<file path="src/rtl/mem_arbiter.sv">
// mem_arbiter: shares one single-ported memory between the fetch (I) and
// load/store (D) requesters using a req/ack handshake. All m_* outputs are
// registered and held stable while m_req is high. A watchdog completes an
// access with zero data and raises a sticky err if the memory does not answer
// within TIMEOUT cycles (TIMEOUT = 0 disables it).
// Optional build macro: ARB_RR_EN selects round-robin tie-breaking; when it is
// undefined, D always wins a tie.
module mem_arbiter #(
    parameter int ADDR_W  = 64,
    parameter int DATA_W  = 64,
    parameter int TIMEOUT = 32
) (
    input  logic              clk,
    input  logic              reset,
    input  logic              i_req,
    input  logic [ADDR_W-1:0] i_addr,
    output logic [DATA_W-1:0] i_rdata,
    output logic              i_ack,
    input  logic              d_req,
    input  logic [1:0]        d_we,
    input  logic [ADDR_W-1:0] d_addr,
    input  logic [DATA_W-1:0] d_wdata,
    output logic [DATA_W-1:0] d_rdata,
    output logic              d_ack,
    output logic              m_req,
    output logic [1:0]        m_we,
    output logic [ADDR_W-1:0] m_addr,
    output logic [DATA_W-1:0] m_wdata,
    input  logic [DATA_W-1:0] m_rdata,
    input  logic              m_ready,
    output logic              busy,
    output logic              err
);

    typedef enum logic [1:0] {IDLE, GNT_I, GNT_D, ACK} state_t;

    localparam logic GRANT_I = 1'b0;
    localparam logic GRANT_D = 1'b1;

    // Counter only has to reach TIMEOUT-1; the timeout fires on that cycle.
    localparam int CNT_W = (TIMEOUT > 1) ? $clog2(TIMEOUT) : 1;

    state_t           state, state_d;
    logic             last_grant;
    logic [CNT_W-1:0] wd_cnt;
    logic             cand_i, cand_d;
    logic             tie_d;
    logic             sel_i, sel_d;
    logic             in_gnt;
    logic             wd_hit;

    assign in_gnt = (state == GNT_I) || (state == GNT_D);
    assign wd_hit = (TIMEOUT > 0) && (wd_cnt == CNT_W'(TIMEOUT - 1));

`ifdef ARB_RR_EN
    // Round-robin: on a tie the requester that was not served last wins.
    assign tie_d = (last_grant == GRANT_I);
`else
    // Fixed priority: the data port always wins a tie.
    assign tie_d = 1'b1;
`endif

    // Candidates for a new grant; in ACK the requester just served is ignored.
    always_comb begin
        cand_i = 1'b0;
        cand_d = 1'b0;
        if (state == IDLE) begin
            cand_i = i_req;
            cand_d = d_req;
        end else if (state == ACK) begin
            cand_i = i_req & (last_grant == GRANT_D);
            cand_d = d_req & (last_grant == GRANT_I);
        end
        sel_d = cand_d & (~cand_i | tie_d);
        sel_i = cand_i & ~sel_d;
    end

    // State register.
    always_ff @(posedge clk or negedge reset) begin
        if (!reset) state <= IDLE;
        else        state <= state_d;
    end

    // Next-state logic.
    always_comb begin
        state_d = state;
        case (state)
            IDLE, ACK: begin
                if (sel_d)              state_d = GNT_D;
                else if (sel_i)         state_d = GNT_I;
                else if (state == ACK)  state_d = IDLE;
            end
            GNT_I, GNT_D: begin
                if (m_ready || wd_hit)  state_d = ACK;
            end
            default:                    state_d = IDLE;
        endcase
    end

    // Decoded outputs.
    always_comb begin
        busy = (state != IDLE);
    end

    // Memory request registers, completion pulses, read data and watchdog.
    always_ff @(posedge clk or negedge reset) begin
        if (!reset) begin
            m_req      <= 1'b0;
            m_we       <= 2'b00;
            m_addr     <= '0;
            m_wdata    <= '0;
            i_ack      <= 1'b0;
            d_ack      <= 1'b0;
            i_rdata    <= '0;
            d_rdata    <= '0;
            err        <= 1'b0;
            last_grant <= GRANT_I;
            wd_cnt     <= '0;
        end else begin
            i_ack <= 1'b0;
            d_ack <= 1'b0;
            if (sel_i || sel_d) begin
                m_req      <= 1'b1;
                m_we       <= sel_d ? d_we : 2'b00;
                m_addr     <= sel_d ? d_addr : i_addr;
                m_wdata    <= sel_d ? d_wdata : '0;
                last_grant <= sel_d ? GRANT_D : GRANT_I;
                wd_cnt     <= '0;
            end else if (in_gnt) begin
                if (m_ready) begin
                    m_req <= 1'b0;
                    if (state == GNT_D) begin
                        d_ack <= 1'b1;
                        if (m_we == 2'b00) d_rdata <= m_rdata;
                    end else begin
                        i_ack <= 1'b1;
                        if (m_we == 2'b00) i_rdata <= m_rdata;
                    end
                end else if (wd_hit) begin
                    m_req <= 1'b0;
                    err   <= 1'b1;
                    if (state == GNT_D) begin
                        d_ack   <= 1'b1;
                        d_rdata <= '0;
                    end else begin
                        i_ack   <= 1'b1;
                        i_rdata <= '0;
                    end
                end else begin
                    wd_cnt <= wd_cnt + 1'b1;
                end
            end
        end
    end

endmodule

</file>
<file path="config.mk">
export PLATFORM = sky130hd
export DESIGN_NAME = mem_arbiter
export DESIGN_NICKNAME = d
export VERILOG_FILES = /design/src/rtl/mem_arbiter.sv
export SDC_FILE = /design/constraint.sdc
export NUM_CORES = 1
export LEC_CHECK = 0
export BUFFER_PORTS_ARGS = -buffer_cell sky130_fd_sc_hd__buf_2
export CAP_MARGIN = 25
export CORE_AREA = 2 2 207 209
export DETAILED_ROUTE_END_ITERATION = 8
export DIE_AREA = 0 0 209 211
export HOLD_SLACK_MARGIN = 0.1
export PLACE_DENSITY = 0.5
export REMOVE_ABC_BUFFERS = 1
export SLEW_MARGIN = 20
export SYNTH_ARGS = -nofsm -noshare
export SYNTH_HDL_FRONTEND = slang
export SYNTH_SLANG_ARGS = --single-unit
</file>
<file path="constraint.sdc">
create_clock -name clk -period 2.75 [get_ports clk]
set_clock_uncertainty 0.05 [all_clocks]
set_input_delay 0.275 -clock clk [delete_from_list [all_inputs] [get_ports clk]]
set_output_delay 0.275 -clock clk [all_outputs]
set_load 0.02 [all_outputs]
</file>
==> flow_summary.yaml, run 1 <==
detailed_routing:
  routed_wl_microns: 41300
  drt.antenna.violating_nets: 0
  vias_per_cell: 4.65
  total_via_count_in_the_routed_design: 9863
  initialDrtViolationCount: 891
  drc_errors: 0
  routed_wire_length_per_instance_microns: 19.5
  detail_route.first_pass.iterations: 9
setup_path:
  worst-endpoint-required_ns: 3.19
  r2r_slack_ns: 0.09
  arrival_ns: 3.10
  reg2reg_depth: 7
  ff_to_ff_end: "m_addr[41]"
  timing.critical_path.from: "state[0]"
  critPathLaunchType: "register"
  worstPathMaxFanout: 29
  setup.worst_path.end_class: "register"
  critPathKind: "register to register"
  timing.rr.start: "state[0]"
  crit_end: "m_addr[41]"
cts:
  cts-buffers-inserted: 31
  clock-sinks: 270
  path_clk_slew_ns: 0.06
  ctsHtreeMaxLevel: 1
  cts-root-to-sink-buffers: 3
  cts_tree: "built"
  clock-root-buffer: "clkbuf_16"
  worst_skew_late_latency_ns: 0.57
cells_and_area:
  areaGrowthSynthToFinish_pct: 65.4
  commonest_cells_after_routing_fill_and_taps_aside: "buf_2, dfrtp_1, dlygate4sd3_1"
  fin_nets: 1827
  layout-drive-gt1-share_pct: 46.9
  finalInstanceArea_sq_um: 18100
  final_common_cell: "buf_2"
sta:
  maxSlewHeadroom_pct: 60.6
  report.final.setup_viol: 0
  rsz0062_at_grt: "false"
  fin_max_slew_vios: 0
  post-route-min-period_ns: 2.66
  finalCritPeriodShare_pct: 96.8
  finalHoldViolCount: 0
  maxClockFrequency_mhz: 375
  worst_pin_slew_ns: 0.591
global_route:
  grt_overflow_total: 0
  groute.usage.overall_pct: 17.6
  grt_pass1_wl_microns: 61100
  first_global_vias: 10500
  grt_start_max_net_pins: 136
  number_of_antenna_violations_at_the_first_check_in_global_routing: 3
place:
  buffer_ports.inserted: 525
  globalplace.congestion: 0.821
  hpwl_microns: 27100
  detailed_place.area_sq_um: 14400
yosys:
  synthesis.area_sq_um: 11000
  ys_seq_area_share_pct: 61.7
  ys_types: 36
  synth_area_per_cell_sq_um: 14.3
  synth.ff_latch_count: 270
  yosys_warnings: 0
  syn_inst: 767
die:
  io_pins: 526
  core.rowCount: 75
  floorplan.die.width_microns: 209
  die_area_sq_um: 44100
  chipHeight_microns: 211
  fp.coreArea_sq_um: 41800
  initial_utilization_pct: 26.2
power_and_ir_drop:
  fin_total_pwr_w: 0.0204
  vdd_ir_drop_max_v: 0.000597
  ratio_of_total_power_to_cell_area_nw_per_um2: 1130
  static-leakage-power_nw: 9.65
flow_run:
  timing.max_cap.violations: 0
status:
  run_status: "complete, no violations"
hold_path:
  class_of_the_tightest_hold_or_removal_check: "input pin to asynchronous set/reset pin"
## critical path, cell delays in order (launching register included)
cell and delay, ns:
dfrtp_1 0.41, ha_1 0.29, nor2b_2 0.22, o21a_4 0.30
buf_12 0.19, a222oi_1 0.44, dlygate4sd3_1 0.62, inv_1 0.05
## flip-flops by register name (all words and copies together), names as in the netlist
name and count:
last_grant 1, m_addr 64, d_rdata 64, state 2
m_we 2, wd_cnt 5, i_rdata 64, d_ack 1
m_req 1, err 1, m_wdata 64, i_ack 1
## worst min-delay path by stage
stage / slack [ns] / cells after the start / to / start
finish: 0.18 / 2 / i_rdata[37] / reset
global route: 0.21 / 2 / i_rdata[19] / reset
CTS: 0.17 / 3 / err / m_ready
detailed placement: 0.23 / 1 / i_rdata[37] / reset
global placement: 0.23 / 1 / i_rdata[37] / reset
floorplan: -0.07 / 0 / d_ack / reset
## cell type report
cell class / instances / area, sq um
Antenna cell: 1 / 2.50
Clock buffer: 44 / 895
Clock inverter: 14 / 176
Fill cell: 3883 / 23600
Inverter: 68 / 255
Multi-Input combinational cell: 373 / 3700
Sequential cell: 270 / 6760
Tap cell: 539 / 674
Timing Repair Buffer: 814 / 5660
## per-layer routing
metal	GRT usage (%)	vias up	part of all wire, %
li1	-	4376	-
met1	21.4	4942	40
met2	30.4	425	50
met3	4.12	116	6.5
met4	6.08	4	3.4
met5	0	-	0.056
## stage by stage
step                utilization [%]  TNS [ns]  instances  setup slack (ns)  hold slack [ns]
finish                         43.4         0       2123            0.0867            0.179
global route                   43.4         0       2122            0.0201            0.210
CTS                            43.3         0       2118             0.119            0.169
detailed placement             34.4         0       1798             0.254            0.229
global placement               34.4         0       1798             0.255            0.228
floorplan                         -   -839.21        710             -6.40          -0.0706
## timing repair
action,in CTS,in global routing
setup buffers,0,2
endpoints found under the setup margin,0,27
hold buffers,262,0
endpoints found under the hold margin,404,0
gates resized for setup,0,5
## power breakdown
part / internal, W / total (W) / switching (W) / leakage, nW
clock: 0.00256 / 0.00429 / 0.00173 / 0.525
sequential: 0.00555 / 0.00649 / 0.000938 / 3.48
combinational: 0.00444 / 0.00964 / 0.00520 / 5.65
total: 0.0125 / 0.0204 / 0.00787 / 9.65
## synthesized netlist by cell type
library cell | count | share of area (%)
buf_4 | 8 | 0.55
a22o_1 | 66 | 5.3
inv_1 | 68 | 2.3
ha_1 | 6 | 0.69
nand3b_1 | 1 | 0.069
a222oi_1 | 64 | 5.8
dfrtp_1 | 270 | 62
a21boi_0 | 1 | 0.069
nor3b_2 | 1 | 0.11
and2_1 | 64 | 3.7
buf_2 | 2 | 0.091
nand4_1 | 1 | 0.057
nor3_1 | 1 | 0.046
nor2b_1 | 2 | 0.11
o21a_1 | 2 | 0.14
nand2b_1 | 1 | 0.057
xor2_1 | 2 | 0.16
nor3b_1 | 1 | 0.069
mux2_4 | 61 | 8.4
mux2i_1 | 2 | 0.18
nand2_1 | 6 | 0.21
mux2_2 | 68 | 7.0
buf_1 | 6 | 0.21
and3_1 | 1 | 0.057
a2bb2oi_1 | 2 | 0.16
nor2_1 | 7 | 0.24
buf_6 | 6 | 0.62
clkbuf_1 | 35 | 1.2
xnor2_1 | 1 | 0.080
a21oi_1 | 2 | 0.091
a21o_1 | 2 | 0.14
and4_1 | 1 | 0.080
nand4b_1 | 1 | 0.080
a31o_2 | 1 | 0.080
a21oi_2 | 1 | 0.080
o21ai_0 | 3 | 0.14
## cell families (layout without fill, tap and decap cells)
group | count (synthesis) | after routing | share of synthesized area, %
XOR/XNOR | 3 | 3 | 0.240
other | 0 | 1 | 0
buffers and inverters | 125 | 940 | 4.99
AO/OA/AOI/OAI | 144 | 145 | 12.0
adder cells (fa/ha/maj) | 6 | 6 | 0.685
multiplexers | 131 | 131 | 15.5
AND/OR/NAND/NOR | 88 | 88 | 4.84
flip-flops | 270 | 270 | 61.7
Power figures use the tool's default switching activity.
==> run 2, diff against run 1 <==
CORE_AREA = 2 2 203 205   (was 2 2 207 209)
DIE_AREA = 0 0 205 207   (was 0 0 209 211)
MAX_ROUTING_LAYER = met4   (was unset)
PLACE_DENSITY = 0.52   (was 0.5)
==> flow_summary.yaml, run 2 (synthesis results as in run 1) <==
status:
  run_status: "finished with violations"
  failing_checks: "design-rule violations"
power_and_ir_drop:
  p_int_w: 0.0122
  static-leakage-power_nw: 9.56
  p_switching_w: 0.00758
  seq_power_share_pct: 32.8
  vdd_ir_drop_max_v: 0.000748
  ratio_of_total_power_to_cell_area_nw_per_um2: 1110
  power.clock.fraction_pct: 19.9
  net_sw_share_pct: 38.3
  comb_power_share_pct: 47.3
  fin_total_pwr_w: 0.0198
cells_and_area:
  final_common_cell: "buf_2"
  areaGrowthSynthToFinish_pct: 63.6
  finish.cell_count_without_fillers: 2110
  commonest_cells_after_routing_fill_and_taps_aside: "buf_2, dfrtp_1, dlygate4sd3_1"
  layout-drive-gt1-share_pct: 46.5
  fin_nets: 1821
  final_core_utilization_pct: 44.4
cts:
  cts-root-to-sink-buffers: 3
  worst_skew_late_latency_ns: 0.56
  cts_tree: "built"
  postCtsSetupBuffers: 0
  clock-root-buffer: "clkbuf_16"
  path_clk_slew_ns: 0.06
  ctsHtreeMaxLevel: 1
  cts-buffers-inserted: 31
  clock-sinks: 270
place:
  buffer_ports.inserted: 525
  number_of_placed_instances_taps_included: 1792
  globalplace.congestion: 0.856
  hpwl_microns: 25700
sta:
  post-route-min-period_ns: 2.71
  finalHoldViolCount: 0
  fin_max_slew_vios: 0
  maxClockFrequency_mhz: 369
  rsz0062_at_grt: "true"
  final_total_negative_setup_slack_ns: 0
  maxSlewHeadroom_pct: 50.2
  finalCritPeriodShare_pct: 98.5
  report.final.setup_viol: 0
  worst_pin_slew_ns: 0.746
setup_path:
  r2r_slack_ns: 0.04
  critPathKind: "register to register"
  arrival_ns: 3.11
  critPathLaunchType: "register"
  setup.worst_path.end_class: "register"
  worstPathMaxFanout: 135
  worst-endpoint-required_ns: 3.16
die:
  die_area_sq_um: 42400
  io_pins: 526
  floorplan.die.width_microns: 205
  initial_utilization_pct: 27.1
  fp.coreArea_sq_um: 40400
  chipHeight_microns: 207
  core.rowCount: 74
global_route:
  groute.usage.overall_pct: 17.7
  first_global_vias: 10100
  grt_overflow_total: 0
  number_of_antenna_violations_at_the_first_check_in_global_routing: 3
  grt_start_max_net_pins: 136
  grt_pass1_wl_microns: 57800
detailed_routing:
  drt.antenna.violating_nets: 0
  detail_route.first_pass.iterations: 9
  total_via_count_in_the_routed_design: 9682
  routed_wl_microns: 38300
  initialDrtViolationCount: 829
  drc_errors: 2
  vias_per_cell: 4.59
  routed_wire_length_per_instance_microns: 18.1
flow_run:
  timing.max_cap.violations: 0
hold_path:
  class_of_the_tightest_hold_or_removal_check: "input pin to register"
[run 2: path summary, 6_finish.rpt]
check,start,end,depth (start not counted)
max,state[0],m_addr[15],8
min,m_rdata[5],i_rdata[5],3
max reg2reg,state[0],m_addr[15],8
min reg2reg,err,err,1
max in group asynchronous,reset,m_wdata[33],3
min in group asynchronous,reset,i_rdata[46],2
[run 2: per-layer routing]
| layer | track usage [%] | wire length, microns |
|---|---|---|
| met5 | - | 0 |
| met1 | 21.3 | 15300 |
| met4 | 5.98 | 1080 |
| met3 | 2.66 | 2250 |
| met2 | 30.2 | 19600 |
[run 2: critical path, cell delays in order (launching register included)]
cell and delay [ns]:
dfrtp_1 0.39, inv_1 0.11, ha_2 0.26, o21a_1 0.21, a21oi_4 0.07, buf_16 0.21
a222oi_1 0.43, dlygate4sd3_1 0.60, inv_1 0.04
[run 2: final cells by class]
type                    count  area [sq um]
multi-input cells         372          3680
clock inverters             7          45.0
clock buffers              49           933
flip-flops and latches    270          6760
repair buffers            809          5580
diodes                      3          7.51
fillers                  3733         22500
inverters                  68           255
well taps                 532           666
[run 2: per-stage QoR]
step | setup slack (ns) | hold slack (ns) | cell area, sq um
after CTS | 0.156 | 0.101 | 17900
after global routing | -0.0121 | 0.120 | 17900
after detailed placement | 0.211 | 0.248 | 14300
after global placement | 0.263 | 0.257 | 14300
final | 0.0421 | 0.142 | 17900
after floorplan | -6.40 | -0.0706 | 10700
[run 2: timing repair]
action,CTS,global route
resized for setup,0,2
hold endpoints to repair,319,0
endpoints found under the setup margin,0,13
hold buffers,259,0
[run 2: power by group through the flow]
stage	clock [W]	sequential (W)	combinational, W
after floorplan	0	0.00820	0.00346
after global placement	0	0.00651	0.00804
after detailed placement	0	0.00651	0.00813
after CTS	0.00405	0.00647	0.00932
after global routing	0.00425	0.00666	0.00998
final	0.00394	0.00650	0.00937
==> run 3, diff against run 2 <==
BUFFER_PORTS_ARGS = unset   (was -buffer_cell sky130_fd_sc_hd__buf_2)
DONT_BUFFER_PORTS = 1   (was unset)
PLACE_DENSITY = 0.37   (was 0.52)
==> flow_summary.yaml, run 3 (synthesis results as in run 1) <==
die:
  die_area_sq_um: 42400
  core.rowCount: 74
  chipHeight_microns: 207
  floorplan.die.width_microns: 205
  fp.coreArea_sq_um: 40400
  initial_utilization_pct: 27.1
  io_pins: 526
setup_path:
  critPathKind: "register to register"
  timing.critical_path.from: "state[1]"
  timing.rr.start: "state[1]"
  reg2reg_depth: 7
  arrival_ns: 3.05
  worst-endpoint-required_ns: 3.11
  r2r_slack_ns: 0.06
  ff_to_ff_end: "m_addr[47]"
  setup.worst_path.end_class: "register"
  critPathLaunchType: "register"
  worstPathMaxFanout: 130
  crit_end: "m_addr[47]"
global_route:
  groute.usage.overall_pct: 16.2
  first_global_vias: 8468
  grt_pass1_wl_microns: 52000
  number_of_antenna_violations_at_the_first_check_in_global_routing: 0
  grt_overflow_total: 0
  grt_start_max_net_pins: 271
cells_and_area:
  areaGrowthSynthToFinish_pct: 39.3
  commonest_cells_after_routing_fill_and_taps_aside: "dfrtp_1, dlygate4sd3_1, inv_1, mux2_2, a22o_1"
  final_common_cell: "dfrtp_1"
  layout-drive-gt1-share_pct: 19.2
  fin_nets: 1289
  n_antenna_cell: 0
detailed_routing:
  routed_wl_microns: 34700
  total_via_count_in_the_routed_design: 7733
  drc_errors: 27
  initialDrtViolationCount: 828
  drt.antenna.violating_nets: 0
  vias_per_cell: 4.91
  routed_wire_length_per_instance_microns: 22.1
  detail_route.first_pass.iterations: 9
sta:
  report.final.setup_viol: 0
  finalCritPeriodShare_pct: 97.8
  maxSlewHeadroom_pct: 53.0
  worst_pin_slew_ns: 0.705
  maxClockFrequency_mhz: 372
  fin_max_slew_vios: 0
  rsz0062_at_grt: "false"
  final_critical_path_setup_slack_ns: 0.0610
  finalHoldViolCount: 270
  post-route-min-period_ns: 2.69
  timing.hold.ws_ns: -0.593
cts:
  ctsHtreeMaxLevel: 2
  worst_skew_late_latency_ns: 0.52
  cts_tree: "built"
  path_clk_slew_ns: 0.06
  clock-sinks: 270
  cts-root-to-sink-buffers: 3
  postCtsHoldBufs: 262
  cts-buffers-inserted: 34
  clock-root-buffer: "clkbuf_16"
place:
  place_ws_ns: 0.352
  hpwl_microns: 23100
  globalplace.congestion: 0.815
  buffer_ports.inserted: 0
power_and_ir_drop:
  vdd_ir_drop_max_v: 0.000659
  static-leakage-power_nw: 7.25
  ratio_of_total_power_to_cell_area_nw_per_um2: 1210
status:
  failing_checks: "design-rule violations, negative hold slack"
  run_status: "finished with violations"
flow_run:
  timing.max_cap.violations: 0
hold_path:
  class_of_the_tightest_hold_or_removal_check: "input pin to asynchronous set/reset pin"
## run 3: changes by cell type in the layout (fill, tap and decap cells not counted), moves of 2 or more
cell	before	now
clkinv_2	4	6
clkbuf_8	9	5
buf_12	11	5
diode_2	3	0
buf_16	1	3
clkbuf_16	31	35
dlygate4sd3_1	259	261
buf_2	524	0
buf_4	13	5
## run 3: how the worst min path moves through the flow
stage	from	to	slack [ns]
final	reset	i_rdata[12]	-0.59
after global routing	reset	i_rdata[12]	-0.64
after CTS	reset	i_rdata[12]	-0.64
after detailed placement	reset	d_rdata[12]	-0.07
after global placement	reset	d_rdata[27]	-0.06
after floorplan	reset	d_ack	-0.07
## run 3: report_power, final
group / total (W) / internal [W] / switching [W]
sequential: 0.00883 / 0.00553 / 0.00330
clock: 0.00422 / 0.00256 / 0.00167
combinational: 0.00543 / 0.00322 / 0.00222
## run 3: timing repair
| item | 4_1_cts | 5_1_grt |
|---|---|---|
| endpoints found under the setup margin | 0 | 45 |
| gates resized for setup | 0 | 5 |
| hold endpoints to repair | 539 | 270 |
| setup buffers | 0 | 0 |
## run 3: critical path: stages, from the launching register on
cell and delay, ns:
dfrtp_1 0.42, ha_2 0.24, nor2b_1 0.17, o21a_4 0.21, buf_16 0.20, a222oi_1 0.46
dlygate4sd3_1 0.62, inv_1 0.04
## run 3: per-layer routing
layer	vias to the layer above	track usage, %	wire [microns]
met5	-	-	0
met4	0	6.05	991
met3	80	4.41	2920
met2	393	27.9	17900
met1	3974	17.9	12900
li1	3286	-	-
## run 3: layout make-up
cell class,instances,area [sq um]
Fill cell,3856,25100
Clock buffer,48,975
Inverter,68,255
Timing Repair Buffer,274,2830
Multi-Input combinational cell,372,3690
Tap cell,532,666
Sequential cell,270,6760
Clock inverter,10,85.1
## run 3: per-stage QoR
stage | utilization [%] | setup TNS [ns] | total power [W] | instance area (sq um) | instances
after floorplan | - | -839.21 | 0.0117 | 10700 | 710
after global placement | 28.6 | 0 | 0.0128 | 11500 | 1254
after detailed placement | 28.6 | 0 | 0.0130 | 11500 | 1254
after CTS | 37.7 | 0 | 0.0186 | 15200 | 1574
after global routing | 37.8 | 0 | 0.0194 | 15300 | 1574
final | 37.8 | 0 | 0.0185 | 15300 | 1574
